### src/rtl/v_pkg.sv
// v_pkg: shared command encoding and default widths for the list update
// datapath. The state word layout lives in each module because its width
// follows module parameters.
package v_pkg;

   typedef enum logic [1:0] {
      CMD_CLR = 2'd0,
      CMD_ADD = 2'd1,
      CMD_SUB = 2'd2,
      CMD_REP = 2'd3
   } cmd_t;

   localparam int V_KEY_W  = 32;
   localparam int V_SIZE_W = 16;

endpackage

### src/rtl/v_state_fwd_mux.sv
// v_state_fwd_mux: picks the freshest copy of a state entry for the compute
// stage. The write register wins over the write history, which wins over
// the RAM read data.
module v_state_fwd_mux #(
   parameter int ADDR_W = 4,
   parameter int DATA_W = 49
) (
   input  logic [ADDR_W-1:0] sel_addr,
   input  logic              s3_vld,
   input  logic [ADDR_W-1:0] s3_addr,
   input  logic [DATA_W-1:0] s3_data,
   input  logic              s4_vld,
   input  logic [ADDR_W-1:0] s4_addr,
   input  logic [DATA_W-1:0] s4_data,
   input  logic [DATA_W-1:0] ram_data,
   output logic [DATA_W-1:0] old_data
);

   // Priority match: newest in-flight write first, RAM data last
   always_comb begin
      old_data = ram_data;
      if (s3_vld && (s3_addr == sel_addr)) begin
         old_data = s3_data;
      end else if (s4_vld && (s4_addr == sel_addr)) begin
         old_data = s4_data;
      end
   end

endmodule

### src/rtl/v_state_update_pipe.sv
// v_state_update_pipe: three-stage read-modify-write pipeline applying list
// update commands to a per-product state table {vld, key, size}.
// Optional feature macro: V_STATE_UPDATE_PIPE_SAT_EN (saturating size
// arithmetic with an error pulse); without it sizes wrap and o_err_r is 0.
module v_state_update_pipe
   import v_pkg::*;
#(
   parameter int N_ID   = 16,
   parameter int KEY_W  = V_KEY_W,
   parameter int SIZE_W = V_SIZE_W,
   localparam int ADDR_W  = (N_ID > 1) ? $clog2(N_ID) : 1,
   localparam int STATE_W = 1 + KEY_W + SIZE_W
) (
   input  logic               clk,
   input  logic               rst_n,
   input  logic               i_upd_vld,
   input  logic [ADDR_W-1:0]  i_upd_prod_id,
   input  logic [1:0]         i_upd_cmd,
   input  logic [KEY_W-1:0]   i_upd_key,
   input  logic [SIZE_W-1:0]  i_upd_size,
   output logic               o_state_ren,
   output logic [ADDR_W-1:0]  o_state_raddr,
   input  logic [STATE_W-1:0] i_state_rdata,
   output logic               o_state_wen_r,
   output logic [ADDR_W-1:0]  o_state_waddr_r,
   output logic [STATE_W-1:0] o_state_wdata_r,
   output logic               o_err_r
);

   localparam logic [ADDR_W:0] ID_LIMIT = (ADDR_W+1)'(N_ID);

   logic               s1_vld;
   logic [ADDR_W-1:0]  s1_prod_id;
   cmd_t               s1_cmd;
   logic [KEY_W-1:0]   s1_key;
   logic [SIZE_W-1:0]  s1_size;

   logic               s2_vld;
   logic [ADDR_W-1:0]  s2_prod_id;
   cmd_t               s2_cmd;
   logic [KEY_W-1:0]   s2_key;
   logic [SIZE_W-1:0]  s2_size;

   logic               s4_vld;
   logic [ADDR_W-1:0]  s4_addr;
   logic [STATE_W-1:0] s4_data;

   logic [STATE_W-1:0] old_state;
   logic               old_vld;
   logic [KEY_W-1:0]   old_key;
   logic [SIZE_W-1:0]  old_size;
   logic [STATE_W-1:0] new_state;
   logic               wen_c;
`ifdef V_STATE_UPDATE_PIPE_SAT_EN
   logic               err_c;
   logic [SIZE_W:0]    sum_w;
`endif

   // S1 control: valid bit and read address, cleared on reset
   always_ff @(posedge clk or negedge rst_n) begin
      if (!rst_n) begin
         s1_vld     <= 1'b0;
         s1_prod_id <= '0;
      end else begin
         s1_vld <= i_upd_vld;
         if (i_upd_vld) begin
            s1_prod_id <= i_upd_prod_id;
         end
      end
   end

   // S1 payload capture, no reset needed
   always_ff @(posedge clk) begin
      if (i_upd_vld) begin
         s1_cmd  <= cmd_t'(i_upd_cmd);
         s1_key  <= i_upd_key;
         s1_size <= i_upd_size;
      end
   end

   // Out-of-range products never issue a read and never reach S2
   always_comb begin
      o_state_ren   = s1_vld && ({1'b0, s1_prod_id} < ID_LIMIT);
      o_state_raddr = s1_prod_id;
   end

   // S2 valid follows the read enable so dropped commands vanish here
   always_ff @(posedge clk or negedge rst_n) begin
      if (!rst_n) begin
         s2_vld <= 1'b0;
      end else begin
         s2_vld <= o_state_ren;
      end
   end

   // S2 payload capture alongside the RAM read
   always_ff @(posedge clk) begin
      if (o_state_ren) begin
         s2_prod_id <= s1_prod_id;
         s2_cmd     <= s1_cmd;
         s2_key     <= s1_key;
         s2_size    <= s1_size;
      end
   end

   v_state_fwd_mux #(
      .ADDR_W (ADDR_W),
      .DATA_W (STATE_W)
   ) u_fwd_mux (
      .sel_addr (s2_prod_id),
      .s3_vld   (o_state_wen_r),
      .s3_addr  (o_state_waddr_r),
      .s3_data  (o_state_wdata_r),
      .s4_vld   (s4_vld),
      .s4_addr  (s4_addr),
      .s4_data  (s4_data),
      .ram_data (i_state_rdata),
      .old_data (old_state)
   );

   // Compute the new state word from the forwarded old state and command
   always_comb begin
      old_vld   = old_state[STATE_W-1];
      old_key   = old_state[SIZE_W +: KEY_W];
      old_size  = old_state[SIZE_W-1:0];
      new_state = '0;
      wen_c     = 1'b0;
`ifdef V_STATE_UPDATE_PIPE_SAT_EN
      err_c     = 1'b0;
      sum_w     = {1'b0, old_size} + {1'b0, s2_size};
`endif
      case (s2_cmd)
         CMD_CLR: begin
            wen_c = 1'b1;
         end
         CMD_ADD: begin
            wen_c = 1'b1;
            if (!old_vld) begin
               new_state = {1'b1, s2_key, s2_size};
            end else begin
`ifdef V_STATE_UPDATE_PIPE_SAT_EN
               if (sum_w[SIZE_W]) begin
                  new_state = {1'b1, old_key, {SIZE_W{1'b1}}};
                  err_c     = 1'b1;
               end else begin
                  new_state = {1'b1, old_key, sum_w[SIZE_W-1:0]};
               end
`else
               new_state = {1'b1, old_key, old_size + s2_size};
`endif
            end
         end
         CMD_SUB: begin
            if (old_vld) begin
               wen_c = 1'b1;
`ifdef V_STATE_UPDATE_PIPE_SAT_EN
               if (s2_size > old_size) begin
                  err_c = 1'b1;
               end else if (old_size != s2_size) begin
                  new_state = {1'b1, old_key, old_size - s2_size};
               end
`else
               if (old_size != s2_size) begin
                  new_state = {1'b1, old_key, old_size - s2_size};
               end
`endif
            end
`ifdef V_STATE_UPDATE_PIPE_SAT_EN
            else begin
               err_c = 1'b1;
            end
`endif
         end
         CMD_REP: begin
            wen_c     = 1'b1;
            new_state = {1'b1, s2_key, s2_size};
         end
         default: begin
            wen_c = 1'b0;
         end
      endcase
   end

   // S3 write register drives the RAM and is the first forwarding source
   always_ff @(posedge clk or negedge rst_n) begin
      if (!rst_n) begin
         o_state_wen_r   <= 1'b0;
         o_state_waddr_r <= '0;
         o_state_wdata_r <= '0;
      end else begin
         o_state_wen_r <= s2_vld && wen_c;
         if (s2_vld && wen_c) begin
            o_state_waddr_r <= s2_prod_id;
            o_state_wdata_r <= new_state;
         end
      end
   end

`ifdef V_STATE_UPDATE_PIPE_SAT_EN
   // Arithmetic error pulse, aligned with the write it belongs to
   always_ff @(posedge clk or negedge rst_n) begin
      if (!rst_n) begin
         o_err_r <= 1'b0;
      end else begin
         o_err_r <= s2_vld && err_c;
      end
   end
`else
   assign o_err_r = 1'b0;
`endif

   // S4 valid: remembers that the previous cycle carried a RAM write
   always_ff @(posedge clk or negedge rst_n) begin
      if (!rst_n) begin
         s4_vld <= 1'b0;
      end else begin
         s4_vld <= o_state_wen_r;
      end
   end

   // S4 payload covers the write not yet visible to the current read
   always_ff @(posedge clk) begin
      if (o_state_wen_r) begin
         s4_addr <= o_state_waddr_r;
         s4_data <= o_state_wdata_r;
      end
   end

endmodule
### config.mk
export PLATFORM = sky130hd
export DESIGN_NAME = v_state_update_pipe
export DESIGN_NICKNAME = d
export VERILOG_FILES = /design/src/rtl/v_pkg.sv /design/src/rtl/v_state_fwd_mux.sv /design/src/rtl/v_state_update_pipe.sv
export SDC_FILE = /design/constraint.sdc
export NUM_CORES = 1
export LEC_CHECK = 0
export ABC_AREA = 1
export ABC_CLOCK_PERIOD_IN_PS = 5000
export BUFFER_PORTS_ARGS = -buffer_cell sky130_fd_sc_hd__buf_2
export CELL_PAD_IN_SITES_DETAIL_PLACEMENT = 1
export CELL_PAD_IN_SITES_GLOBAL_PLACEMENT = 1
export CORE_MARGIN = 10
export CORE_UTILIZATION = 44
export CTS_CLUSTER_DIAMETER = 40
export DETAILED_ROUTE_END_ITERATION = 6
export GPL_ROUTABILITY_DRIVEN = 0
export GPL_TIMING_DRIVEN = 0
export PLACE_DENSITY_LB_ADDON = 0.1
export SLEW_MARGIN = 30
export SYNTH_ARGS = -nofsm -noshare
export SYNTH_HDL_FRONTEND = slang
export SYNTH_SLANG_ARGS = --single-unit
### constraint.sdc
create_clock -name clk -period 5 [get_ports clk]
set_clock_uncertainty 0.15 [all_clocks]
set_input_delay 1.25 -clock clk [delete_from_list [all_inputs] [get_ports clk]]
set_output_delay 1.25 -clock clk [all_outputs]
set_load 0.005 [all_outputs]
# Word-level counts from Yosys, hierarchy flattened
# Index checks and enable logic that the tools add are counted.
[op_classes]
mux = 8
add_sub_neg = 2
n_eq_ne = 6
reduce_logical = 5
[op_table]
columns = ["operator", "count"]
rows = [
  ["49-bit 2-to-1 mux", 4],
  ["49-bit case mux with 3 select lines", 1],
  ["48-bit 2-to-1 mux", 1],
  ["16-bit adder", 1],
  ["16-bit inequality test", 1],
  ["16-bit subtractor", 1],
  ["4-bit == test", 2],
  ["2-bit == test, second input constant", 2],
  ["1-bit logical AND", 3],
  ["3-bit OR reduction", 1],
  ["2-bit by 1-bit == test with 1-bit output, second input constant", 1],
  ["2-bit zero test", 1],
  ["1-bit case mux with 2 select lines", 1],
  ["1-bit 2-to-1 mux", 1],
]
[totals]
wordCells = 37
register_bits = 218
input_bits = 106

# Logic depth before layout (Yosys ltp)
# Gate-level depths: netlist of run 1.
[depth]
depth_word = 8
mapped_depth = 28

# Modules after synthesis
# A second synthesis of run 1 with hierarchy kept.
[hier_totals]
hier_cells = 1400
area_unflattened_um2 = 11817.6
[modules_own_cells]
columns = ["module", "area_each_um2", "cells_per_inst", "seq_area_each_um2", "n_inst"]
rows = [
  ["v_state_update_pipe", 9903.2, 983, 6241.0, 1],
  ["v_state_fwd_mux", 1914.3, 417, 0.0, 1],
]

# Worst setup path after synthesis of run 1
# Ideal clock, no wire load.
[synth_timing]
path_type = "reg2reg"
start = "reg o_state_wen_r"
end = "reg o_state_wdata_r[14]"
path_stages_with_launch = 23
slack_ps = 425
period_less_slack_ps = 4575
arrival_time_ps = 4308
path_cell_list = "dfrtp_1 -> o21ai_0 -> nor2_1 -> nand3b_1 -> buf_2 -> clkbuf_1 -> clkbuf_1 -> o21ai_0 -> o21ai_0 -> ha_1 -> buf_2 -> nand2_1 -> nor4_1 -> nand2_1 -> nor3_1 -> nand3_1 -> nand2_2 -> nor2_8 -> buf_6 -> nand2_1 -> nand3_1 -> nand2_1 -> nand2_1"
[synth_between]
elab_chain_cells = 6
elab_cells_between_ends = 12
cone_classes = "add/sub (2); eq/ne (1); mux (7); reduce/logical (2)"
[synth_rtl]
columns = ["item", "line_no", "rtl"]
rows = [
  ["start, declared", "v_state_update_pipe.sv:24", "output logic o_state_wen_r,"],
  ["start signal, assigned", "v_state_update_pipe.sv:191", "o_state_wen_r <= s2_vld && wen_c;"],
  ["1-bit logical AND (*)", "v_state_fwd_mux.sv:22", "if (s3_vld && (s3_addr == sel_addr)) begin"],
  ["49-bit 2-to-1 mux (*)", "v_state_fwd_mux.sv:22", ""],
  ["16-bit subtractor / 16-bit inequality test (equally long branches)", "v_state_update_pipe.sv:164, v_state_update_pipe.sv:163", ""],
  ["49-bit 2-to-1 mux", "v_state_update_pipe.sv:163", "if (old_size != s2_size) begin"],
  ["49-bit 2-to-1 mux", "v_state_update_pipe.sv:154", "if (old_vld) begin"],
  ["49-bit case mux with 3 select lines", "v_state_update_pipe.sv:132", "case (s2_cmd)"],
  ["end signal, assigned", "v_state_update_pipe.sv:194", "o_state_wdata_r <= new_state;"],
  ["end, declared", "v_state_update_pipe.sv:26", "output logic [STATE_W-1:0] o_state_wdata_r,"],
]
# Mark *: on every way between the ends. The rest lies on a longest branch, timed or not.
# A chain may end at the register's enable or synchronous reset.

# Worst setup path after layout of run 1
[layout_timing]
start = "reg s2_prod_id[3]"
end = "reg o_state_wdata_r[13]"
[layout_between]
elab_chain_cells = 8
elab_cells_between_ends = 16
cone_classes = "add/sub (2); eq/ne (3); mux (8); reduce/logical (3)"
[layout_rtl]
columns = ["item", "line_no", "rtl"]
rows = [
  ["start, declared", "v_state_update_pipe.sv:39", "logic [ADDR_W-1:0] s2_prod_id;"],
  ["start signal, assigned", "v_state_update_pipe.sv:99", "s2_prod_id <= s1_prod_id;"],
  ["4-bit == test", "v_state_fwd_mux.sv:24", "end else if (s4_vld && (s4_addr == sel_addr)) begin"],
  ["1-bit logical AND", "v_state_fwd_mux.sv:24", ""],
  ["49-bit 2-to-1 mux", "v_state_fwd_mux.sv:24", ""],
  ["49-bit 2-to-1 mux (*)", "v_state_fwd_mux.sv:22", ""],
  ["16-bit subtractor / 16-bit inequality test (equally long branches)", "v_state_update_pipe.sv:164, v_state_update_pipe.sv:163", ""],
  ["49-bit 2-to-1 mux", "v_state_update_pipe.sv:163", ""],
  ["49-bit 2-to-1 mux", "v_state_update_pipe.sv:154", ""],
  ["49-bit case mux with 3 select lines", "v_state_update_pipe.sv:132", ""],
]
# Marks and branches as above.

==> impl_metrics.ini, run 1 <==
[floorplan]
core_sq_um = 24530
die_area_sq_um = 31850
fp.dieW_microns = 178.5
start_util = 0.4504
pin_count = 166
core.rowCount = 57
die_h_microns = 178.5

[routing]
detail_route.iter0.violations = 638
drt-wirelength-per-cell_microns = 20.43
antenna_left = 0
drt_wl_total_microns = 36300
first_pass_iters = 5
vias_per_cell = 5.352
drc_errors = 0
num_vias = 9511

[timing]
post-route-min-period_ns = 4.613
hold_viol_final = 0
rsz0062_at_grt = false
setup_violations = 0
max_slew_margin = 0.4664
clock.fmax_mhz = 216.8
finalCritPeriodShare = 0.9227
drv_slew = 0
worst_pin_slew_ns = 0.8005

[power]
vdd_drop_max_mv = 0.3965
power_density_nw_per_um2 = 439.1
power_leakage_nw = 6.358

[synthesis]
syn-num-nets = 1361
synth_top_family_by_area = simple AND/OR/NAND/NOR gates
synthAdderAreaFrac = 0.03872
yosys.area_share.simple = 0.2152
ys_seq_area_frac = 0.5648
synthCells = 1222
synth.distinct_cells = 43
synth_warnings = 0
syn_area_sq_um = 11050
async_flop_share = 0.2798
synthFlopType = edfxtp_1
muxShareOfSynthArea = 0.004076
yosys_register_bits = 218
synth_compound_area_frac = 0.09703
avgSynthCellArea_sq_um = 9.043
synth-edff-count = 157
synth-xor-area-share = 0.01744

[global_routing]
grt_remaining_overflow = 0
antenna_found_initial = 0
grt_max_degree = 56
grt_pass1_vias = 10130
grt_usage = 0.2250
grt_pass1_wl_microns = 56280

[critical_path]
r2r-end = o_state_wdata_r[13]
startpoint_type = flip-flop
critPathKind = reg -> reg
crit_chain = nand2_1, nand2_1, nor2_2, nand3_2, inv_1, buf_2, buf_4, o21ai_0, o21ai_0, ha_1, clkbuf_1, inv_1, o21ai_0, inv_1, nand2_1, nand3_1, nand3_1, nand3_1, nand2_1, nand3_1, a21oi_1, nand2_1, nand2_1, nand2_1
r2r-start = s2_prod_id[3]
cp_top_family = simple AND/OR/NAND/NOR gates
cp_max_fo = 19
cpMaxStageDelayCell = o21ai_0
cp_data_arrival_time_ns = 4.85
crit_buf_inv = 6
rrSetupSlack_ns = 0.39
reg2regPathDepth = 24
critPathMaxStageDelay_ns = 0.49
worst_setup_path_end_kind = flip-flop
critPathRequiredTime_ns = 5.24
crit_top_cell = nand2_1

[clock_tree]
clock_sinks = 218
cts-root-buf = clkbuf_16
clockBufferDepth = 3
htree_levels = 2
cts_buffers = 36
cts_tree = built
clkTransAtPathRegs_ns = 0.06
insertion_delay_ns = 0.51

[final_layout]
fill_cells = 2921
final_nets = 1565
syn_to_final_growth_pct = 22.52
final_cells = 1777
stdcell_area_sq_um = 13540
layout_common_cells = nand2_1, buf_2, edfxtp_1
layout_commonest_cell = nand2_1
drive_gt1_frac = 0.1901

[worst_hold_path]
holdPathStages = 0
hold_path.class = reg -> reg
min_from = s1_size[4]
min_to = s2_size[4]

[placed_design]
placed_area_sq_um = 12350
dp_hpwl_microns = 25850
io_buffers = 164
dp_cells = 1713

[outcome]
status = completed

[flow_run]
drv_cap = 0
flip-flops by register name, summed over array words and instances, names as in the netlist:
signal,count
s2_size,16
o_state_raddr,4
s1_size,16
s4_addr,4
s1_cmd,2
s2_key,32
o_state_wdata_r,49
o_state_wen_r,1
s1_key,32
s4_data,49
s2_prod_id,4
s4_vld,1
s2_cmd,2
s2_vld,1
o_state_ren,1
o_state_waddr_r,4
per-layer routing:
layer	track usage	share of wire	vias up
met1	0.3066	0.46	4679
met5	0	0	-
li1	-	-	4494
met3	0.04419	0.061	58
met4	0.06235	0.021	0
met2	0.3585	0.46	280
kinds of logic (layout without fill, tap and decap cells):
family          Yosys count  count (layout)
flops                   218             218
fa+ha+maj                33              33
simple gates            581             581
xor+xnor                 22              22
other cells               1               2
mux                       4               4
compound gates          202             202
buf+inv                 161             391
layout make-up:
cell class,count,area [sq um],share of cell area
Timing Repair Buffer,168,900.9,0.06654
Clock buffer,44,962.2,0.07107
Sequential cell,218,6248,0.4615
Clock inverter,20,203.9,0.01506
Antenna cell,1,2.502,0.0001848
Buffer,57,306.5,0.02264
Tap cell,324,405.4,0.02994
Inverter,102,382.9,0.02828
Multi-Input combinational cell,843,4126,0.3048
worst max path at each step:
stage / startpoint / end / slack [ns] / cells after the start
global placement: o_state_wen_r / o_state_wdata_r[3] / -1.78 / 22
finish: s2_prod_id[3] / o_state_wdata_r[13] / 0.39 / 24
CTS: s2_prod_id[3] / o_state_wdata_r[43] / 0.07 / 23
global route: o_state_wen_r / o_state_wdata_r[14] / 0.008 / 22
detailed placement: o_state_wen_r / o_state_wdata_r[13] / -0.36 / 22
floorplan: o_state_wen_r / o_state_wdata_r[14] / 0.42 / 22
through the flow:
| step | utilization | power, mW | hold WS (ns) | setup slack, ns | TNS [ns] |
|---|---|---|---|---|---|
| floorplan | - | 3.063 | 0.2503 | 0.4248 | 0 |
| global placement | 0.5004 | 3.501 | 0.2512 | -1.779 | -82.46 |
| detailed placement | 0.5034 | 3.556 | 0.2557 | -0.3607 | -14.26 |
| CTS | 0.5506 | 5.978 | 0.2671 | 0.07279 | 0 |
| global route | 0.5518 | 6.232 | 0.2676 | 0.008479 | 0 |
| finish | 0.5519 | 5.945 | 0.2623 | 0.3866 | 0 |
report_power, final:
group          internal [mW]  switching, mW  total, mW
registers               2.22          0.166       2.39
logic                  0.403          0.752       1.15
clock network           1.53          0.870       2.40
total                   4.16           1.79       5.95
synth_stat cells (7+ instances only):
cell	instances	area [sq um]
dfrtp_1	61	1526
nand3_1	99	495.5
o21ai_0	105	525.5
buf_2	19	95.09
ha_1	31	387.9
edfxtp_1	157	4715
o21ai_1	12	60.06
nand2_1	414	1554
inv_1	98	367.9
a21oi_1	59	295.3
xor2_1	20	175.2
nand4_1	7	43.79
clkbuf_1	26	97.59
nor2_1	44	165.2
timing repair:
item                                   CTS  global route
hold buffers                             0             0
gates cloned                             0             0
resized for setup                        1             8
endpoints found under the hold margin    0             0
setup endpoints to repair               48            47
setup buffers                            0             1
Power figures use the tool's default switching activity.
==> run 2: changes to the inputs <==
- ABC_CLOCK_PERIOD_IN_PS: 5000 -> 4000
- CORE_UTILIZATION: 44 -> 39
- GPL_ROUTABILITY_DRIVEN: 0 -> 1
- clock period: 5 -> 4 ns (I/O delays scaled with it)
==> impl_metrics.ini, run 2 (synthesized netlist as in run 1, its figures left out) <==
[floorplan]
die_area_sq_um = 35470
core.rowCount = 61
start_util = 0.3967
die_h_microns = 188.3
pin_count = 166
core_sq_um = 27860
fp.dieW_microns = 188.3

[critical_path]
critPathKind = reg -> reg
cp_data_arrival_time_ns = 4.04
worst_setup_path_end_kind = flip-flop
cp_max_fo = 10
critPathRequiredTime_ns = 4.26
startpoint_type = flip-flop

[timing]
worst_pin_slew_ns = 0.8521
clock.fmax_mhz = 264.7
post-route-min-period_ns = 3.778
max_slew_margin = 0.4298
fin_tns_setup_ns = 0
finalCritPeriodShare = 0.9446
fin_ws_ns = 0.2216
hold_viol_final = 0
setup_violations = 0
drv_slew = 0

[global_routing]
antenna_found_initial = 1
grt_pass1_vias = 10190
grt_usage = 0.2084
grt_pass1_wl_microns = 58390
grt_max_degree = 56
grt_remaining_overflow = 0

[placed_design]
io_buffers = 164
dp_slack_ns = -1.558
place.gp.congestion = 0.8871
dp_cells = 1766
dp_hpwl_microns = 25910

[clock_tree]
insertion_delay_ns = 0.53
cts-root-buf = clkbuf_16
cts_buffers = 39
htree_levels = 2
clock_sinks = 218
clockBufferDepth = 3
hold_buffers = 0
cts_tree = built
clkTransAtPathRegs_ns = 0.06

[routing]
first_pass_iters = 4
drt-wirelength-per-cell_microns = 20.49
vias_per_cell = 5.185
detail_route.iter0.violations = 607
drt_wl_total_microns = 38010
drc_errors = 0
antenna_left = 0
num_vias = 9618

[final_layout]
layout_common_cells = nand2_1, buf_2, edfxtp_1
final_nets = 1585
reg_top3 = o_state_wdata_r x49, s4_data x49
post-route-util = 0.5094
final_cells = 1855
layout_commonest_cell = nand2_1
syn_to_final_growth_pct = 28.42
drive_gt1_frac = 0.2290

[power]
power_frac_clock = 0.431
swShare = 0.3078
p_seq_frac = 0.373
p_int_mw = 5.537
power_density_nw_per_um2 = 563.6
comb_power_share = 0.196
switchingPower_mw = 2.462
power_leakage_nw = 6.616
vdd_drop_max_mv = 0.3312

[worst_hold_path]
hold_path.class = reg -> reg

[flow_run]
drv_cap = 0

[outcome]
status = completed
-- run 2: cell type report --
| class | count | area, sq um |
|---|---|---|
| antenna | 1 | 2.502 |
| buffer | 55 | 369.1 |
| clock buffer | 42 | 997.2 |
| clock inverter | 29 | 359.1 |
| fill | 3221 | 13670 |
| inverter | 102 | 382.9 |
| multi-input combinational | 843 | 4285 |
| sequential | 218 | 6248 |
| tap | 378 | 473.0 |
| timing repair buffer | 187 | 1074 |
-- run 2: worst paths after layout --
check                               from             endpoint  slack [ns]  cells after the start
max                        s2_prod_id[2]  o_state_wdata_r[44]        0.22                     23
min                           s1_key[25]           s2_key[25]        0.26                      0
max reg2reg                s2_prod_id[2]  o_state_wdata_r[44]        0.22                     23
min reg2reg                   s1_key[25]           s2_key[25]        0.26                      0
max in group asynchronous          rst_n   o_state_wdata_r[7]        2.79                      2
min in group asynchronous          rst_n          o_state_ren        0.31                      1
-- run 2: layer usage --
metal,part of all wire,global-route usage,up-vias
li1,-,-,4548
met1,0.47,0.2825,4755
met2,0.45,0.3299,257
met3,0.065,0.05133,58
met4,0.018,0.04731,0
met5,0,0,-
-- run 2: repair_timing --
action | CTS | global route
pin swaps | 2 | 9
endpoints found under the setup margin | 48 | 48
cloned | 0 | 1
resized for setup | 37 | 50
buffers inserted | 5 | 15
-- run 2: worst max-delay path, stage by stage, from the launching register on --
cell	delay, ns
edfxtp_1	0.43
nand2_1	0.10
nand2_1	0.09
nor2_4	0.17
nand3_4	0.13
inv_1	0.11
buf_6	0.12
buf_8	0.16
buf_12	0.15
o21ai_0	0.10
o21ai_2	0.26
ha_4	0.19
nand2_2	0.08
nor4_4	0.35
nand2_1	0.11
nor3_2	0.13
nand3_1	0.13
nand2_2	0.14
nor2_8	0.09
buf_6	0.19
nand2_1	0.06
nand3_1	0.07
nand2_1	0.08
nand2_1	0.05
-- run 2: power groups by stage --
| stage | combinational (mW) | clock (mW) | sequential (mW) |
|---|---|---|---|
| 6_report | 1.57 | 3.45 | 2.99 |
| 5_1_grt | 1.76 | 3.61 | 3.03 |
| 4_1_cts | 1.49 | 3.50 | 2.98 |
| 3_5_place_dp | 1.41 | 0 | 3.05 |
| 3_3_place_gp | 1.36 | 0 | 3.04 |
| 2_1_floorplan | 0.839 | 0 | 2.99 |
-- run 2: per-stage QoR --
step / hold WS (ns) / power, mW / instance area [sq um]
after floorplan: 0.2503 / 3.828 / 11050
after global placement: 0.2505 / 4.397 / 12350
after detailed placement: 0.2556 / 4.453 / 12400
after CTS: 0.2585 / 7.974 / 13910
after global routing: 0.2650 / 8.399 / 14190
final: 0.2596 / 7.999 / 14190
==> run 3: changes to the inputs <==
--- a/config.mk
+++ b/config.mk
@@ -9,3 +9,2 @@
 export ABC_CLOCK_PERIOD_IN_PS = 4000
-export BUFFER_PORTS_ARGS = -buffer_cell sky130_fd_sc_hd__buf_2
 export CELL_PAD_IN_SITES_DETAIL_PLACEMENT = 1
@@ -13,5 +12,6 @@
 export CORE_MARGIN = 10
-export CORE_UTILIZATION = 39
+export CORE_UTILIZATION = 44
 export CTS_CLUSTER_DIAMETER = 40
 export DETAILED_ROUTE_END_ITERATION = 6
+export DONT_BUFFER_PORTS = 1
 export GPL_ROUTABILITY_DRIVEN = 1
--- a/constraint.sdc
+++ b/constraint.sdc
@@ -4,2 +4,2 @@
 set_output_delay 1 -clock clk [all_outputs]
-set_load 0.005 [all_outputs]
+set_load 0.01 [all_outputs]
==> impl_metrics.ini, run 3 (synthesized netlist as in run 1, its figures left out) <==
[timing]
finalCritPeriodShare = 0.9458
clock.fmax_mhz = 264.3
hold_viol_final = 0
hold_slack_ns = 0.02673
max_slew_margin = 0.4164
drv_slew = 0
post-route-min-period_ns = 3.783
fin_ws_ns = 0.2167
worst_pin_slew_ns = 0.8754
setup_violations = 0

[clock_tree]
cts_buffers = 35
clkTransAtPathRegs_ns = 0.05
htree_levels = 2
cts-root-buf = clkbuf_16
hold_buffers = 0
clockBufferDepth = 3
clock_sinks = 218
cts_tree = built
insertion_delay_ns = 0.51

[critical_path]
worst_setup_path_end_kind = flip-flop
startpoint_type = flip-flop
cp_data_arrival_time_ns = 4.03
cp_max_fo = 19
critPathKind = reg -> reg
critPathRequiredTime_ns = 4.24

[floorplan]
die_area_sq_um = 31850
start_util = 0.4504
fp.dieW_microns = 178.5
core.rowCount = 57
die_h_microns = 178.5
core_sq_um = 24530
pin_count = 166

[global_routing]
grt_pass1_wl_microns = 55950
grt_max_degree = 62
antenna_found_initial = 1
grt_remaining_overflow = 0
grt_usage = 0.2278
grt_pass1_vias = 9590

[routing]
num_vias = 8985
drc_errors = 0
detail_route.iter0.violations = 639
vias_per_cell = 5.512
drt_wl_total_microns = 36760
first_pass_iters = 5
drt-wirelength-per-cell_microns = 22.55
antenna_left = 0

[final_layout]
fill_cells = 2847
layout_common_cells = nand2_1, edfxtp_1, nand3_1
layout_commonest_cell = nand2_1
syn_to_final_growth_pct = 18.89
final_nets = 1416
reg_top3 = o_state_wdata_r x49, s4_data x49
stdcell_area_sq_um = 13140
drive_gt1_frac = 0.1219
post-route-util = 0.5355

[placed_design]
dp_slack_ns = -1.740
io_buffers = 0
placed_area_sq_um = 11480
place.gp.congestion = 0.9365
dp_hpwl_microns = 24970

[outcome]
status = completed

[power]
power_density_nw_per_um2 = 576.5
power.total_mw = 7.574
vdd_drop_max_mv = 0.4363
power_leakage_nw = 5.849

[flow_run]
drv_cap = 0

[worst_hold_path]
hold_path.class = in -> async
## run 3: cell count changes in the layout (fill, tap and decap cells not counted), sizes merged, moves of 5 or more
cell,before,now
clkbuf,64,59
buf,220,59
clkinv,4,11
inv,117,104
## run 3: final timing paths
| kind | start | to | slack (ns) | depth (start not counted) |
|---|---|---|---|---|
| max | s2_prod_id[3] | o_state_wdata_r[46] | 0.22 | 22 |
| min | rst_n | o_state_wdata_r[37] | 0.03 | 0 |
| max reg2reg | s2_prod_id[3] | o_state_wdata_r[46] | 0.22 | 22 |
| min reg2reg | s1_key[0] | s2_key[0] | 0.26 | 0 |
| max in group asynchronous | rst_n | o_state_wdata_r[11] | 3.53 | 0 |
| min in group clk | s1_key[0] | s2_key[0] | 0.26 | 0 |
## run 3: through the flow
| stage | TNS (ns) | cells |
|---|---|---|
| final | 0 | 1630 |
| after global routing | -0.01498 | 1630 |
| after CTS | -0.001586 | 1620 |
| after detailed placement | -80.51 | 1547 |
| after global placement | -75.28 | 1546 |
| after floorplan | 0 | 1222 |
## run 3: worst max-delay path: stages, from the launching register on
cell	delay, ns
edfxtp_1	0.43
buf_4	0.17
o21ai_1	0.12
nor2_1	0.06
nand3b_1	0.08
buf_4	0.16
buf_12	0.18
buf_8	0.17
o21ai_1	0.09
o21ai_2	0.27
ha_4	0.21
nand2_2	0.09
nor4_4	0.36
nand2_1	0.11
nor3_2	0.19
nand3_1	0.12
nand2_2	0.14
nor2_8	0.09
buf_8	0.18
nand2_1	0.07
nand3_1	0.07
nand2_1	0.07
nand2_1	0.06
## run 3: what timing repair did
action	in CTS	in global routing
setup endpoints to repair	48	48
gates resized for setup	49	46
setup buffers	10	12
pin swaps	7	9
cloned	0	0
## run 3: final cells by class
| type | instances | area [sq um] | area share |
|---|---|---|---|
| sequential | 218 | 6250 | 0.4757 |
| clock buffer | 41 | 919.6 | 0.07000 |
| antenna | 2 | 5.005 | 0.0003810 |
| inverter | 102 | 382.9 | 0.02914 |
| multi-input combinational | 843 | 4264 | 0.3246 |
| buffer | 54 | 376.6 | 0.02867 |
| tap | 324 | 405.4 | 0.03086 |
| clock inverter | 23 | 312.8 | 0.02381 |
| timing repair buffer | 23 | 221.5 | 0.01686 |
## run 3: per-layer routing
metal / share of wire / track usage / vias up / routed length, microns
li1: - / - / 4194 / -
met1: 0.45 / 0.3052 / 4465 / 16560
met2: 0.45 / 0.3552 / 269 / 16580
met3: 0.077 / 0.06173 / 57 / 2825
met4: 0.022 / 0.06614 / 0 / 800
met5: 0 / 0 / - / 0
## run 3: power by group
part           internal, mW  switching (mW)  total [mW]  leakage [nW]
registers              2.78           0.316        3.09          2.32
logic                 0.465           0.853        1.32          2.94
clock network          2.06            1.10        3.16         0.588
total                  5.30            2.27        7.57          5.85
